===== src/rtl/store_align_queue_pkg.sv =====
// Shared types for the store aligner/queue: access-size encoding, queue entry layout and
// the size-to-strobe helper.
package store_align_queue_pkg;

    typedef enum logic [1:0] {
        MSIZE1 = 2'd0,
        MSIZE2 = 2'd1,
        MSIZE4 = 2'd2,
        MSIZE8 = 2'd3
    } msize_t;

    localparam int unsigned DEF_DATA_WIDTH = 32;
    localparam int unsigned DEF_ADDR_WIDTH = 32;

    // Entry layout at the default bus configuration; the queue builds the same shape from
    // its own parameters.
    typedef struct packed {
        logic [DEF_ADDR_WIDTH-1:0]   addr;
        logic [DEF_DATA_WIDTH-1:0]   data;
        logic [DEF_DATA_WIDTH/8-1:0] strb;
    } store_entry_t;

    function automatic logic [7:0] size_mask(msize_t msize);
        logic [7:0] mask;
        unique case (msize)
            MSIZE1:  mask = 8'h01;
            MSIZE2:  mask = 8'h03;
            MSIZE4:  mask = 8'h0f;
            default: mask = 8'hff;
        endcase
        return mask;
    endfunction

endpackage


===== src/rtl/store_align_queue_if.sv =====
// Request/bus-side signal bundle of store_align_queue; slave = the queue, master = its driver.
interface store_align_queue_if
    import store_align_queue_pkg::*;
#(
    parameter int unsigned DATA_WIDTH = 32,
    parameter int unsigned ADDR_WIDTH = 32,
    parameter int unsigned DEPTH      = 4
);
    localparam int unsigned DATA_BYTES = DATA_WIDTH / 8;

    logic                    in_valid;
    logic                    in_ready;
    logic [ADDR_WIDTH-1:0]   in_addr;
    msize_t                  in_msize;
    logic [DATA_WIDTH-1:0]   in_data;
    logic                    misalign;
    logic                    out_valid;
    logic                    out_ready;
    logic [ADDR_WIDTH-1:0]   out_addr;
    logic [DATA_WIDTH-1:0]   out_data;
    logic [DATA_BYTES-1:0]   out_strb;
    logic [$clog2(DEPTH):0]  count;
    logic                    empty;

    modport master (
        output in_valid, in_addr, in_msize, in_data, out_ready,
        input  in_ready, misalign, out_valid, out_addr, out_data, out_strb, count, empty
    );

    modport slave (
        input  in_valid, in_addr, in_msize, in_data, out_ready,
        output in_ready, misalign, out_valid, out_addr, out_data, out_strb, count, empty
    );

endinterface


===== src/rtl/store_align_queue_lane.sv =====
// store_lane_align: combinational placement of right-justified store data into byte lanes,
// with strobe generation and misalignment detection.
module store_lane_align
    import store_align_queue_pkg::*;
#(
    parameter int unsigned DATA_WIDTH = 32,
    localparam int unsigned DATA_BYTES = DATA_WIDTH / 8,
    localparam int unsigned OFFW       = $clog2(DATA_BYTES)
) (
    input  logic [OFFW-1:0]       off,
    input  msize_t                msize,
    input  logic [DATA_WIDTH-1:0] wdata,
    output logic [DATA_WIDTH-1:0] data,
    output logic [DATA_BYTES-1:0] strb,
    output logic                  misalign
);
    logic [3:0]            nbytes;
    logic [DATA_BYTES-1:0] lmask;
    logic [DATA_WIDTH-1:0] bmask;

    always_comb begin
        nbytes = 4'd1 << msize;
        lmask  = DATA_BYTES'(size_mask(msize));
        bmask  = '0;
        for (int i = 0; i < int'(DATA_BYTES); i++) begin
            bmask[8*i +: 8] = {8{lmask[i]}};
        end
        data     = (wdata & bmask) << {off, 3'b000};
        strb     = lmask << off;
        // Wider-than-bus accesses are rejected even when the offset looks aligned.
        misalign = ((off & OFFW'(nbytes - 4'd1)) != '0) || (32'(nbytes) > DATA_BYTES);
    end

endmodule


===== src/rtl/store_align_queue.sv =====
// Store aligner plus DEPTH-entry FIFO toward the data bus.
// Define STORE_MERGE_EN to merge same-word stores into the youngest queued entry.
module store_align_queue
    import store_align_queue_pkg::*;
#(
    parameter int unsigned DATA_WIDTH = 32,
    parameter int unsigned ADDR_WIDTH = 32,
    parameter int unsigned DEPTH      = 4
) (
    input logic          clk,
    input logic          reset,
    store_align_queue_if.slave bus
);
    localparam int unsigned DATA_BYTES = DATA_WIDTH / 8;
    localparam int unsigned OFFW       = $clog2(DATA_BYTES);
    localparam int unsigned PW         = $clog2(DEPTH);
    localparam int unsigned CW         = PW + 1;

    typedef struct packed {
        logic [ADDR_WIDTH-1:0] addr;
        logic [DATA_WIDTH-1:0] data;
        logic [DATA_BYTES-1:0] strb;
    } entry_t;

    entry_t                mem [DEPTH];
    logic [PW-1:0]         head_ptr_q, head_ptr_d;
    logic [PW-1:0]         tail_ptr_q, tail_ptr_d;
    logic [CW-1:0]         count_q, count_d;

    logic [DATA_WIDTH-1:0] al_data;
    logic [DATA_BYTES-1:0] al_strb;
    logic                  al_misalign;
    logic [ADDR_WIDTH-1:0] word_addr;
    logic                  accept, pop, push, merge, head_valid;
`ifdef STORE_MERGE_EN
    logic [PW-1:0]         tail_last;
`endif

    store_lane_align #(
        .DATA_WIDTH (DATA_WIDTH)
    ) u_align (
        .off      (bus.in_addr[OFFW-1:0]),
        .msize    (bus.in_msize),
        .wdata    (bus.in_data),
        .data     (al_data),
        .strb     (al_strb),
        .misalign (al_misalign)
    );

    always_comb begin
        word_addr  = {bus.in_addr[ADDR_WIDTH-1:OFFW], OFFW'(0)};
        head_valid = (count_q != '0);
        pop        = head_valid && bus.out_ready;
        merge      = 1'b0;
`ifdef STORE_MERGE_EN
        tail_last = tail_ptr_q - PW'(1);
        // A lone entry that is leaving this cycle cannot absorb new bytes.
        merge = bus.in_valid && !al_misalign && head_valid
             && (mem[tail_last].addr == word_addr)
             && !((count_q == CW'(1)) && pop);
`endif
        bus.in_ready = (count_q < CW'(DEPTH)) || merge;
        accept       = bus.in_valid && bus.in_ready;
        push         = accept && !al_misalign && !merge;
        bus.misalign = accept && al_misalign;

        count_d    = count_q + CW'(push) - CW'(pop);
        head_ptr_d = head_ptr_q + PW'(pop);
        tail_ptr_d = tail_ptr_q + PW'(push);

        bus.count     = count_q;
        bus.empty     = !head_valid;
        bus.out_valid = head_valid;
        bus.out_addr  = head_valid ? mem[head_ptr_q].addr : '0;
        bus.out_data  = head_valid ? mem[head_ptr_q].data : '0;
        bus.out_strb  = head_valid ? mem[head_ptr_q].strb : '0;
    end

    always_ff @(posedge clk) begin
        if (reset) begin
            count_q    <= '0;
            head_ptr_q <= '0;
            tail_ptr_q <= '0;
        end else begin
            count_q    <= count_d;
            head_ptr_q <= head_ptr_d;
            tail_ptr_q <= tail_ptr_d;
        end
    end

    // Storage is not reset; outputs are gated by occupancy instead.
    always_ff @(posedge clk) begin
        if (push) begin
            mem[tail_ptr_q] <= '{addr: word_addr, data: al_data, strb: al_strb};
        end
`ifdef STORE_MERGE_EN
        if (merge) begin
            for (int i = 0; i < int'(DATA_BYTES); i++) begin
                if (al_strb[i]) begin
                    mem[tail_last].data[8*i +: 8] <= al_data[8*i +: 8];
                end
            end
            mem[tail_last].strb <= mem[tail_last].strb | al_strb;
        end
`endif
    end

endmodule

===== src/flat_wrapper.sv =====
// flat-port wrapper written by rule: the top's interface ports become plain ports
module store_align_queue_flat import store_align_queue_pkg::*;
#(
    parameter int unsigned DATA_WIDTH = 32,
    parameter int unsigned ADDR_WIDTH = 32,
    parameter int unsigned DEPTH      = 4
)
  (clk, reset, bus_in_valid, bus_in_addr, bus_in_msize, bus_in_data, bus_out_ready, bus_in_ready, bus_misalign, bus_out_valid, bus_out_addr, bus_out_data, bus_out_strb, bus_count, bus_empty);
  store_align_queue_if #(.DATA_WIDTH(DATA_WIDTH), .ADDR_WIDTH(ADDR_WIDTH), .DEPTH(DEPTH)) bus_i ();
  input logic clk;
  input logic reset;
  input wire logic [$bits(bus_i.in_valid)-1:0] bus_in_valid;
  input wire logic [$bits(bus_i.in_addr)-1:0] bus_in_addr;
  input wire logic [$bits(bus_i.in_msize)-1:0] bus_in_msize;
  input wire logic [$bits(bus_i.in_data)-1:0] bus_in_data;
  input wire logic [$bits(bus_i.out_ready)-1:0] bus_out_ready;
  output wire logic [$bits(bus_i.in_ready)-1:0] bus_in_ready;
  output wire logic [$bits(bus_i.misalign)-1:0] bus_misalign;
  output wire logic [$bits(bus_i.out_valid)-1:0] bus_out_valid;
  output wire logic [$bits(bus_i.out_addr)-1:0] bus_out_addr;
  output wire logic [$bits(bus_i.out_data)-1:0] bus_out_data;
  output wire logic [$bits(bus_i.out_strb)-1:0] bus_out_strb;
  output wire logic [$bits(bus_i.count)-1:0] bus_count;
  output wire logic [$bits(bus_i.empty)-1:0] bus_empty;
  assign bus_i.in_valid = bus_in_valid;
  assign bus_i.in_addr = bus_in_addr;
  assign bus_i.in_msize = bus_in_msize;
  assign bus_i.in_data = bus_in_data;
  assign bus_i.out_ready = bus_out_ready;
  assign bus_in_ready = bus_i.in_ready;
  assign bus_misalign = bus_i.misalign;
  assign bus_out_valid = bus_i.out_valid;
  assign bus_out_addr = bus_i.out_addr;
  assign bus_out_data = bus_i.out_data;
  assign bus_out_strb = bus_i.out_strb;
  assign bus_count = bus_i.count;
  assign bus_empty = bus_i.empty;
  store_align_queue #(.DATA_WIDTH(DATA_WIDTH), .ADDR_WIDTH(ADDR_WIDTH), .DEPTH(DEPTH)) u_core (.clk(clk), .reset(reset), .bus(bus_i));
endmodule

===== config.mk =====
export PLATFORM = sky130hd
export DESIGN_NAME = store_align_queue_flat
export DESIGN_NICKNAME = d
export VERILOG_FILES = /design/src/rtl/store_align_queue_pkg.sv /design/src/rtl/store_align_queue_if.sv /design/src/rtl/store_align_queue_lane.sv /design/src/rtl/store_align_queue.sv /design/src/flat_wrapper.sv
export SDC_FILE = /design/constraint.sdc
export NUM_CORES = 1
export LEC_CHECK = 0
export BUFFER_PORTS_ARGS = -buffer_cell sky130_fd_sc_hd__buf_2
export CAP_MARGIN = 20
export CORE_MARGIN = 3
export CORE_UTILIZATION = 35
export CTS_CLUSTER_SIZE = 16
export DETAILED_ROUTE_END_ITERATION = 16
export HOLD_SLACK_MARGIN = 0.02
export PLACE_DENSITY_LB_ADDON = 0.05
export SKIP_LAST_GASP = 1
export SYNTH_ARGS = -nofsm -noshare
export SYNTH_HDL_FRONTEND = slang
export SYNTH_HIERARCHICAL = 1
export SYNTH_SLANG_ARGS = --single-unit
export TNS_END_PERCENT = 5

===== constraint.sdc =====
create_clock -name clk -period 7.4 [get_ports clk]
set_input_delay 0.74 -clock clk [delete_from_list [all_inputs] [get_ports clk]]
set_output_delay 0.74 -clock clk [all_outputs]
set_load 0.01 [all_outputs]

==> results of run 1 <==
worst min-delay path by stage:
| stage | start | endpoint | slack, ns |
|---|---|---|---|
| floorplan | u_core/tail_ptr_q[1] | u_core/tail_ptr_q[1] | 0.52 |
| global placement | u_core/tail_ptr_q[1] | u_core/tail_ptr_q[1] | 0.58 |
| detailed placement | u_core/tail_ptr_q[1] | u_core/tail_ptr_q[1] | 0.60 |
| CTS | bus_in_addr[6] | u_core/mem[2][40] | 0.39 |
| global route | bus_in_addr[26] | u_core/mem[2][60] | 0.40 |
| finish | bus_in_addr[3] | u_core/mem[0][37] | 0.42 |
report_power, final:
group / total (mW) / switching, mW / internal (mW)
clock network: 1.30 / 0.550 / 0.749
logic: 1.00 / 0.513 / 0.487
registers: 1.81 / 0.0566 / 1.75
total: 4.10 / 1.12 / 2.98
logic make-up after synthesis:
logic type / count (synthesis) / share of synthesized area, %
DFF: 271 / 72.92
and+or+nand+nor: 123 / 6.661
muxes: 76 / 14.36
buffers and inverters: 42 / 2.296
AOI/OAI and AO/OA: 39 / 2.850
adders and majority gates: 4 / 0.5202
xor gates and xnor gates: 3 / 0.3619
other: 1 / 0.03389
synth_stat cells, types with 3 or more instances:
master	n	area, µm²
a22oi_2	8	100.1
a31oi_1	8	50.05
and2_1	82	513.0
buf_2	12	60.06
buf_4	5	37.54
buf_6	4	45.04
clkbuf_1	14	52.55
dfxtp_1	7	140.1
edfxtp_1	264	7928
ha_1	3	37.54
inv_1	4	15.01
mux2i_1	8	80.08
mux4_2	66	1486
nor2_1	17	63.81
nor2b_1	12	75.07
o22ai_1	9	56.30
o2bb2ai_1	8	70.07
worst max-delay path, stage by stage (launching register included):
cell	delay, ns
dfxtp_4	0.65
buf_4	0.52
buf_16	0.30
mux4_2	0.52
and2_1	0.22
buf_2	0.16
registers in the layout, summed over array words and instances, names as in the netlist:
name / count
u_core/tail_ptr_q: 2
u_core/mem: 264
u_core/head_ptr_q: 2
u_core/bus.count: 3
stage by stage:
stage	hold WS, ns	util, %	setup WS (ns)
after floorplan	0.5245	-	0.003196
after global placement	0.5812	39.19	3.483
after detailed placement	0.5993	39.28	3.394
after CTS	0.3950	42.03	3.421
after global routing	0.4049	42.21	3.490
final	0.4222	42.21	3.725
final cells by class:
| class | count | area [µm²] |
|---|---|---|
| clock buffer | 36 | 752.0 |
| fill | 2813 | 17860 |
| multi-input combinational | 247 | 2768 |
| timing repair buffer | 151 | 838.3 |
| sequential | 271 | 8075 |
| clock inverter | 15 | 98.84 |
| tap | 396 | 495.5 |
| inverter | 5 | 18.77 |
layer usage:
layer  global-route usage [%]  wire (µm)  vias up
met4                    3.326        456        0
met3                    2.671       1303       37
met1                    19.68      10830     2938
met5                        0          0        -
met2                    23.93      11710      163
li1                         -          -     2534
==> flow_metrics.py, run 1 <==
metrics = {
    "status": {
        "status": "completed",
    },
    "final_layout": {
        "fin_cells": 1121,
        "syn_to_final_growth_pct": 17.91,
        "layout-drive-gt1-share_pct": 38.21,
        "final_common_cell": "edfxtp_1",
        "n_antenna_cell": 0,
        "mostFrequentLayoutCells": "edfxtp_1, buf_2, and2_1",
        "fin_nets": 779,
        "final_area_mm2": 0.01305,
    },
    "die": {
        "die_x_um": 183.8,
        "core.rowCount": 64,
        "pin_count": 145,
        "die_area_mm2": 0.03378,
        "start_util_pct": 35.80,
        "die_y_um": 183.8,
        "core-area_mm2": 0.03091,
    },
    "clocking": {
        "clk_path_buf_depth": 3,
        "clk_pin_slew_ns": 0.06,
        "cts_setup_buffers": 0,
        "cts.repair.resized": 0,
        "insertion_delay_ns": 0.53,
        "numClockSinks": 271,
        "cts-root-buf": "clkbuf_16",
        "holdBufCountCts": 0,
        "htree_levels": 1,
        "cts_buffers": 29,
        "cts_tree": "done",
    },
    "timing": {
        "fin_crit_sh_pct": 49.66,
        "slew_viol_final": 0,
        "slew_headroom_pct": 33.26,
        "max_freq_ghz": 0.2721,
        "tns_ns": 0,
        "grt_setup_unrepaired": "no",
        "finClkSkew_ns": 0.01538,
        "finalSetupViolations": 0,
        "hold_violations": 0,
        "min_period_ns": 3.675,
        "tightest_slew_ns": 1.001,
    },
    "global_routing": {
        "grt-ovfl-total": 0,
        "grt_max_degree": 69,
        "grt_pass1_wl_mm": 36.50,
        "grt_use_total_pct": 14.31,
        "grt_pass1_vias": 6120,
        "antenna_found_initial": 0,
    },
    "power": {
        "leakage_nw": 4.442,
        "power_mw": 4.105,
        "ir_drop_v": 0.0001540,
        "powerDensity_mw_per_mm2": 314.6,
    },
    "placement": {
        "portBuffers": 142,
        "dpl_cell_area_mm2": 0.01214,
        "placed_cells": 1068,
        "dp_hpwl_mm": 14.19,
        "gp_congestion": 0.7590,
    },
    "detailed_routing": {
        "firstDrtPassIters": 4,
        "via_count": 5672,
        "drcViolationCount": 0,
        "avgViaCountPerCell": 5.060,
        "wl_per_cell_um": 21.67,
        "ant_nets": 0,
        "totalWireLength_mm": 24.30,
        "drt-initial-drc-count": 279,
    },
    "synth": {
        "synth_edf_count": 264,
        "avgSynthCellArea_um2": 19.79,
        "ys_ff_latch": 271,
        "ys_seq_area_share_pct": 72.92,
        "yosys_warnings": 6,
        "synth_ff_type": "edfxtp_1",
        "netlist_instances": 559,
        "syn-cell-area_mm2": 0.01106,
        "yosys.cell_types.count": 39,
        "async_reset_ff_share_pct": 0,
    },
    "hold_path": {
        "whs_path_depth": 1,
        "hp-class": "input port to flip-flop",
    },
    "setup_path": {
        "startpoint_type": "flip-flop",
        "worstSetupPathType": "flip-flop to output port",
        "arrival_ns": 2.93,
        "r2r_cells": 3,
        "crit_start": "u_core/head_ptr_q[0]",
        "endpoint_kind": "output port",
        "reg2reg_from": "u_core/bus.count[2]",
        "r2r_end": "u_core/mem[1][50]",
        "required_ns": 6.66,
        "r2r_slack_ns": 4.76,
        "crit_end": "bus_out_strb[1]",
        "critPathMaxFanout": 26,
    },
    "job": {
        "drv_cap": 0,
    },
}
(Power assumes the default switching activity.)
==> run 2, diff against run 1 <==
ABC_AREA = 1   (was not set)
clock period = 3.1 ns   (was 7.4 ns; I/O delays follow)
==> flow_metrics.py, run 2 <==
metrics = {
    "status": {
        "status": "completed",
    },
    "synth": {
        "ys_seq_area_share_pct": 70.70,
        "syn-cell-area_mm2": 0.01141,
        "netlist_instances": 1010,
        "yosys.area.top_type": "edfxtp_1",
        "synth_common_cells": "nor2_1, edfxtp_1, nand2_1",
        "synth_ff_type": "edfxtp_1",
        "yosys.cell_types.count": 31,
        "synth_area_leaders": "edfxtp_1, nor2_1, nand2_1",
        "yosys_warnings": 6,
        "async_reset_ff_share_pct": 0,
        "yosys.cell_count.top_type": "nor2_1",
        "avgSynthCellArea_um2": 11.30,
        "synth_edf_count": 264,
        "ys_ff_latch": 271,
        "synth_top_area_share_pct": 69.47,
    },
    "detailed_routing": {
        "firstDrtPassIters": 4,
        "ant_nets": 0,
        "totalWireLength_mm": 29.20,
        "avgViaCountPerCell": 4.708,
        "via_count": 7683,
        "drt-initial-drc-count": 377,
        "wl_per_cell_um": 17.89,
        "drcViolationCount": 0,
    },
    "final_layout": {
        "final_area_mm2": 0.01391,
        "largest_reg_flops": 264,
        "fin_nets": 1246,
        "syn_to_final_growth_pct": 21.90,
        "post-route-util_pct": 43.63,
        "n_antenna_cell": 0,
        "layout-drive-gt1-share_pct": 19.05,
        "regMostFlops": "u_core/mem",
        "mostFrequentLayoutCells": "nor2_1, edfxtp_1, buf_2",
        "final_common_cell": "nor2_1",
    },
    "timing": {
        "fin_crit_sh_pct": 88.82,
        "min_period_ns": 2.753,
        "slew_viol_final": 0,
        "slew_headroom_pct": 36.53,
        "grt_setup_unrepaired": "no",
        "finalSetupViolations": 0,
        "hold_violations": 0,
        "finClkSkew_ns": 0.01214,
        "fin_ws_ns": 0.3466,
        "tightest_slew_ns": 0.9521,
        "max_freq_ghz": 0.3632,
    },
    "power": {
        "ir_drop_v": 0.0005257,
        "leakage_nw": 5.234,
        "p_sw_share_pct": 32.59,
        "power_frac_comb_pct": 27.9,
        "power_frac_seq_pct": 39.6,
        "p_int_mw": 7.245,
        "powerDensity_mw_per_mm2": 772.7,
        "clockPowerShare_pct": 32.5,
        "p_sw_mw": 3.503,
    },
    "die": {
        "die_y_um": 186.6,
        "core-area_mm2": 0.03188,
        "die_area_mm2": 0.03480,
        "core.rowCount": 65,
        "pin_count": 145,
        "die_x_um": 186.6,
        "start_util_pct": 35.79,
    },
    "setup_path": {
        "required_ns": 2.79,
        "worstSetupPathType": "flip-flop to output port",
        "critPathMaxFanout": 45,
        "arrival_ns": 2.44,
        "r2r_end": "u_core/bus.count[2]",
        "slowest_delay_ns": 0.46,
        "crit_path_top_delay_cell": "dfxtp_4",
        "r2r_slack_ns": 1.33,
        "r2r_cells": 10,
        "cp_cell_sequence": "inv_4 > buf_4 > o21ai_0 > a21oi_1 > buf_2",
        "critPathTopFamily": "buffers and inverters",
        "startpoint_type": "flip-flop",
        "reg2reg_from": "u_core/bus.count[1]",
        "path_buf_inv": 3,
        "endpoint_kind": "output port",
    },
    "clocking": {
        "numClockSinks": 271,
        "insertion_delay_ns": 0.55,
        "clk_pin_slew_ns": 0.06,
        "cts-root-buf": "clkbuf_16",
        "cts_buffers": 31,
        "cts.repair.resized": 0,
        "cts_tree": "done",
        "htree_levels": 1,
        "clk_path_buf_depth": 3,
    },
    "global_routing": {
        "grt_pass1_vias": 7782,
        "antenna_found_initial": 0,
        "grt-ovfl-total": 0,
        "grt_max_degree": 68,
        "grt_pass1_wl_mm": 45.60,
        "grt_use_total_pct": 16.61,
    },
    "hold_path": {
        "worstHoldStart": "bus_out_ready",
        "hp-class": "input port to flip-flop",
        "whs_path_depth": 4,
        "hold_end": "u_core/head_ptr_q[1]",
    },
    "job": {
        "drv_cap": 0,
    },
    "placement": {
        "dp_hpwl_mm": 16.79,
        "gp_congestion": 0.7969,
        "dpl_cell_area_mm2": 0.01262,
        "post-place-ws_ns": 0.6038,
        "portBuffers": 142,
    },
}
## run 2: area by class of cell
class                           count  area [µm²]
Sequential cell                   271        8073
Inverter                           30       135.1
Tap cell                          435       544.3
Fill cell                        3091       17970
Multi-Input combinational cell    647        2899
Timing Repair Buffer              191        1281
Clock buffer                       38       802.0
Clock inverter                     20       175.2
## run 2: worst min-delay path, cell delays in order
cell     delay [ns]
buf_2          0.10
nand4_1        0.09
nand2_1        0.06
nor2_1         0.03
## run 2: per-layer routing
layer | GRT usage, % | wire (µm)
met3 | 2.517 | 1268
met1 | 23.55 | 13880
met2 | 27.29 | 13460
met5 | 0 | 0
met4 | 3.606 | 599
## run 2: cell families after synthesis
| group | after synthesis | synth area share (%) |
|---|---|---|
| adder cells (fa/ha/maj) | 4 | 0.5044 |
| AO/OA/AOI/OAI | 205 | 9.068 |
| flip-flops | 271 | 70.70 |
| other | 1 | 0.03286 |
| buffers and inverters | 93 | 4.660 |
| AND/OR/NAND/NOR | 433 | 14.80 |
| XOR/XNOR | 3 | 0.2303 |
## run 2: power by group through the flow
stage | Sequential [mW] | Combinational [mW] | Clock, mW
3_3_place_gp | 4.34 | 3.06 | 0
2_1_floorplan | 4.30 | 1.87 | 0
6_report | 4.26 | 2.99 | 3.49
5_1_grt | 4.27 | 3.38 | 3.75
4_1_cts | 4.26 | 3.10 | 3.61
3_5_place_dp | 4.34 | 3.06 | 0
## run 2: worst max path at each step
stage                                    start                  end  slack [ns]  depth (start not counted)
after floorplan                bus_in_msize[0]     u_core/mem[0][0]       -0.05                          8
after global placement         bus_in_msize[0]  u_core/bus.count[2]        0.62                         14
after detailed placement       bus_in_msize[0]  u_core/bus.count[2]        0.60                         14
after CTS                 u_core/head_ptr_q[0]     bus_out_addr[18]        0.28                          5
after global routing      u_core/head_ptr_q[0]     bus_out_data[18]        0.13                          6
final                     u_core/head_ptr_q[0]     bus_out_addr[18]        0.35                          5
## run 2: timing repair
action,CTS,global route
buffers inserted,0,0
hold endpoints to repair,124,0
setup endpoints to repair,0,0
hold buffers,31,0
## run 2: metrics by stage
step | power, mW | instances | TNS [ns] | hold WS (ns)
2_1_floorplan | 6.166 | 1011 | -4.929 | 0.3767
3_3_place_gp | 7.392 | 1543 | 0 | 0.5347
3_5_place_dp | 7.398 | 1543 | 0 | 0.5365
4_1_cts | 10.98 | 1632 | 0 | 0.05787
5_1_grt | 11.41 | 1632 | 0 | 0.07791
6_report | 10.75 | 1632 | 0 | 0.08744
==> run 3, diff against run 2 <==
clock period = 3.2 ns   (was 3.1 ns; I/O delays follow)
==> flow_metrics.py, run 3 (synthesized netlist as in run 2, its figures left out) <==
metrics = {
    "setup_path": {
        "critPathMaxFanout": 58,
        "r2r_cells": 10,
        "r2r_end": "u_core/bus.count[2]",
        "endpoint_kind": "output port",
        "crit_end": "bus_out_data[15]",
        "arrival_ns": 2.49,
        "worstSetupPathType": "flip-flop to output port",
        "r2r_slack_ns": 1.42,
        "required_ns": 2.88,
        "crit_start": "u_core/head_ptr_q[0]",
        "reg2reg_from": "u_core/bus.count[1]",
        "startpoint_type": "flip-flop",
    },
    "global_routing": {
        "grt.busiest_layer": "met2",
        "grt-ovfl-total": 0,
        "grt_util_met1_pct": 23.41,
        "grt_pass1_wl_mm": 44.61,
        "globalRouteMet2Util_pct": 26.12,
        "grt_pass1_vias": 7725,
        "groute.layer.met3.usage_pct": 2.555,
        "grt_max_degree": 68,
        "antenna_found_initial": 0,
        "grt_use_total_pct": 16.21,
    },
    "die": {
        "core-area_mm2": 0.03188,
        "start_util_pct": 35.79,
        "pin_count": 145,
        "die_y_um": 186.6,
        "core.rowCount": 65,
        "die_area_mm2": 0.03480,
        "die_x_um": 186.6,
    },
    "clocking": {
        "clk_pin_slew_ns": 0.06,
        "cts_setup_buffers": 0,
        "cts-root-buf": "clkbuf_16",
        "htree_levels": 1,
        "insertion_delay_ns": 0.53,
        "numClockSinks": 271,
        "cts_buffers": 30,
        "clk_path_buf_depth": 3,
        "cts_tree": "done",
    },
    "power": {
        "ir_drop_v": 0.0005074,
        "powerDensity_mw_per_mm2": 750.1,
        "leakage_nw": 5.219,
    },
    "final_layout": {
        "largest_reg_flops": 264,
        "fin_cells": 1630,
        "regMostFlops": "u_core/mem",
        "n_antenna_cell": 0,
        "multi_input_area_mm2": 0.002894,
        "fin_nets": 1245,
        "final_common_cell": "nor2_1",
        "post-route-util_pct": 43.53,
        "fill_cells": 3061,
        "layout-drive-gt1-share_pct": 19.16,
        "syn_to_final_growth_pct": 21.61,
        "mostFrequentLayoutCells": "nor2_1, edfxtp_1, buf_2",
        "seqCellArea_mm2": 0.008073,
    },
    "job": {
        "drv_cap": 0,
    },
    "detailed_routing": {
        "avgViaCountPerCell": 4.721,
        "ant_nets": 0,
        "firstDrtPassIters": 4,
        "drt-initial-drc-count": 371,
        "wl_per_cell_um": 17.50,
        "drcViolationCount": 0,
        "via_count": 7696,
        "totalWireLength_mm": 28.52,
    },
    "timing": {
        "finalSetupViolations": 0,
        "slew_viol_final": 0,
        "grt_setup_unrepaired": "no",
        "tightest_slew_ns": 0.9289,
        "tns_ns": 0,
        "fin_crit_sh_pct": 87.69,
        "slew_headroom_pct": 38.07,
        "fin_ws_ns": 0.3938,
        "hold_violations": 0,
        "max_freq_ghz": 0.3564,
        "finClkSkew_ns": 0.01174,
        "min_period_ns": 2.806,
    },
    "placement": {
        "portBuffers": 142,
        "gp_congestion": 0.8361,
        "placed_cells": 1543,
        "post-place-ws_ns": 0.5779,
        "dp_hpwl_mm": 16.46,
    },
    "hold_path": {
        "hp-class": "input port to flip-flop",
    },
    "status": {
        "status": "completed",
    },
}
==> run 3: cell types whose count changed in the layout (fill, tap and decap cells not counted), moves of 2 or more <==
cell      before  now
buf_12        10    8
buf_4          8   10
clkbuf_1       7   10
clkbuf_8       0    3
clkinv_1       8    2
inv_4          1    3
inv_8          2    0
==> run 3: worst min path at each step <==
stage,cells after the start,endpoint,start
after detailed placement,1,u_core/mem[1][60],bus_in_addr[26]
final,4,u_core/head_ptr_q[0],bus_out_ready
after global routing,4,u_core/head_ptr_q[0],bus_out_ready
after floorplan,1,u_core/bus.count[1],reset
after global placement,1,u_core/mem[3][40],bus_in_addr[6]
after CTS,4,u_core/head_ptr_q[0],bus_out_ready
==> run 3: final cells by class <==
cell class	count	area share, %
sequential	271	58.17
multi-input combinational	647	20.85
timing repair buffer	191	9.052
clock buffer	44	6.158
tap	435	3.922
clock inverter	12	0.9738
inverter	30	0.8656
==> run 3: critical path, cell delays in order (launching register included) <==
cell and delay [ns]:
dfxtp_4 0.73, buf_12 0.34, nor2_1 0.08, nor2_1 0.08, o21ai_0 0.09, a21oi_1 0.38, buf_2 0.21
==> run 3: timing repair <==
item | 4_1_cts | 5_1_grt
hold buffers | 31 | 0
hold endpoints to repair | 124 | 0
resized for setup | 0 | 0
==> run 3: metrics by stage <==
stage	power [mW]	area (µm²)	hold slack (ns)
after floorplan	5.972	11500	0.3867
after global placement	7.141	12580	0.5459
after detailed placement	7.139	12580	0.5440
after CTS	10.61	13880	0.08694
after global routing	11.04	13880	0.1258
final	10.41	13880	0.1123
==> run 3: layer usage <==
layer  part of all wire [%]  wire length (µm)
met5                      0                 0
met4                    2.0               569
met3                    4.0              1154
met2                     45             12940
met1                     49             13860
==> run 3: report_power, final <==
| group | leakage (nW) | internal, mW | switching, mW |
|---|---|---|---|
| logic | 2.27 | 0.961 | 1.89 |
| clock network | 0.485 | 2.08 | 1.32 |
| registers | 2.46 | 4.04 | 0.110 |
| total | 5.22 | 7.09 | 3.32 |
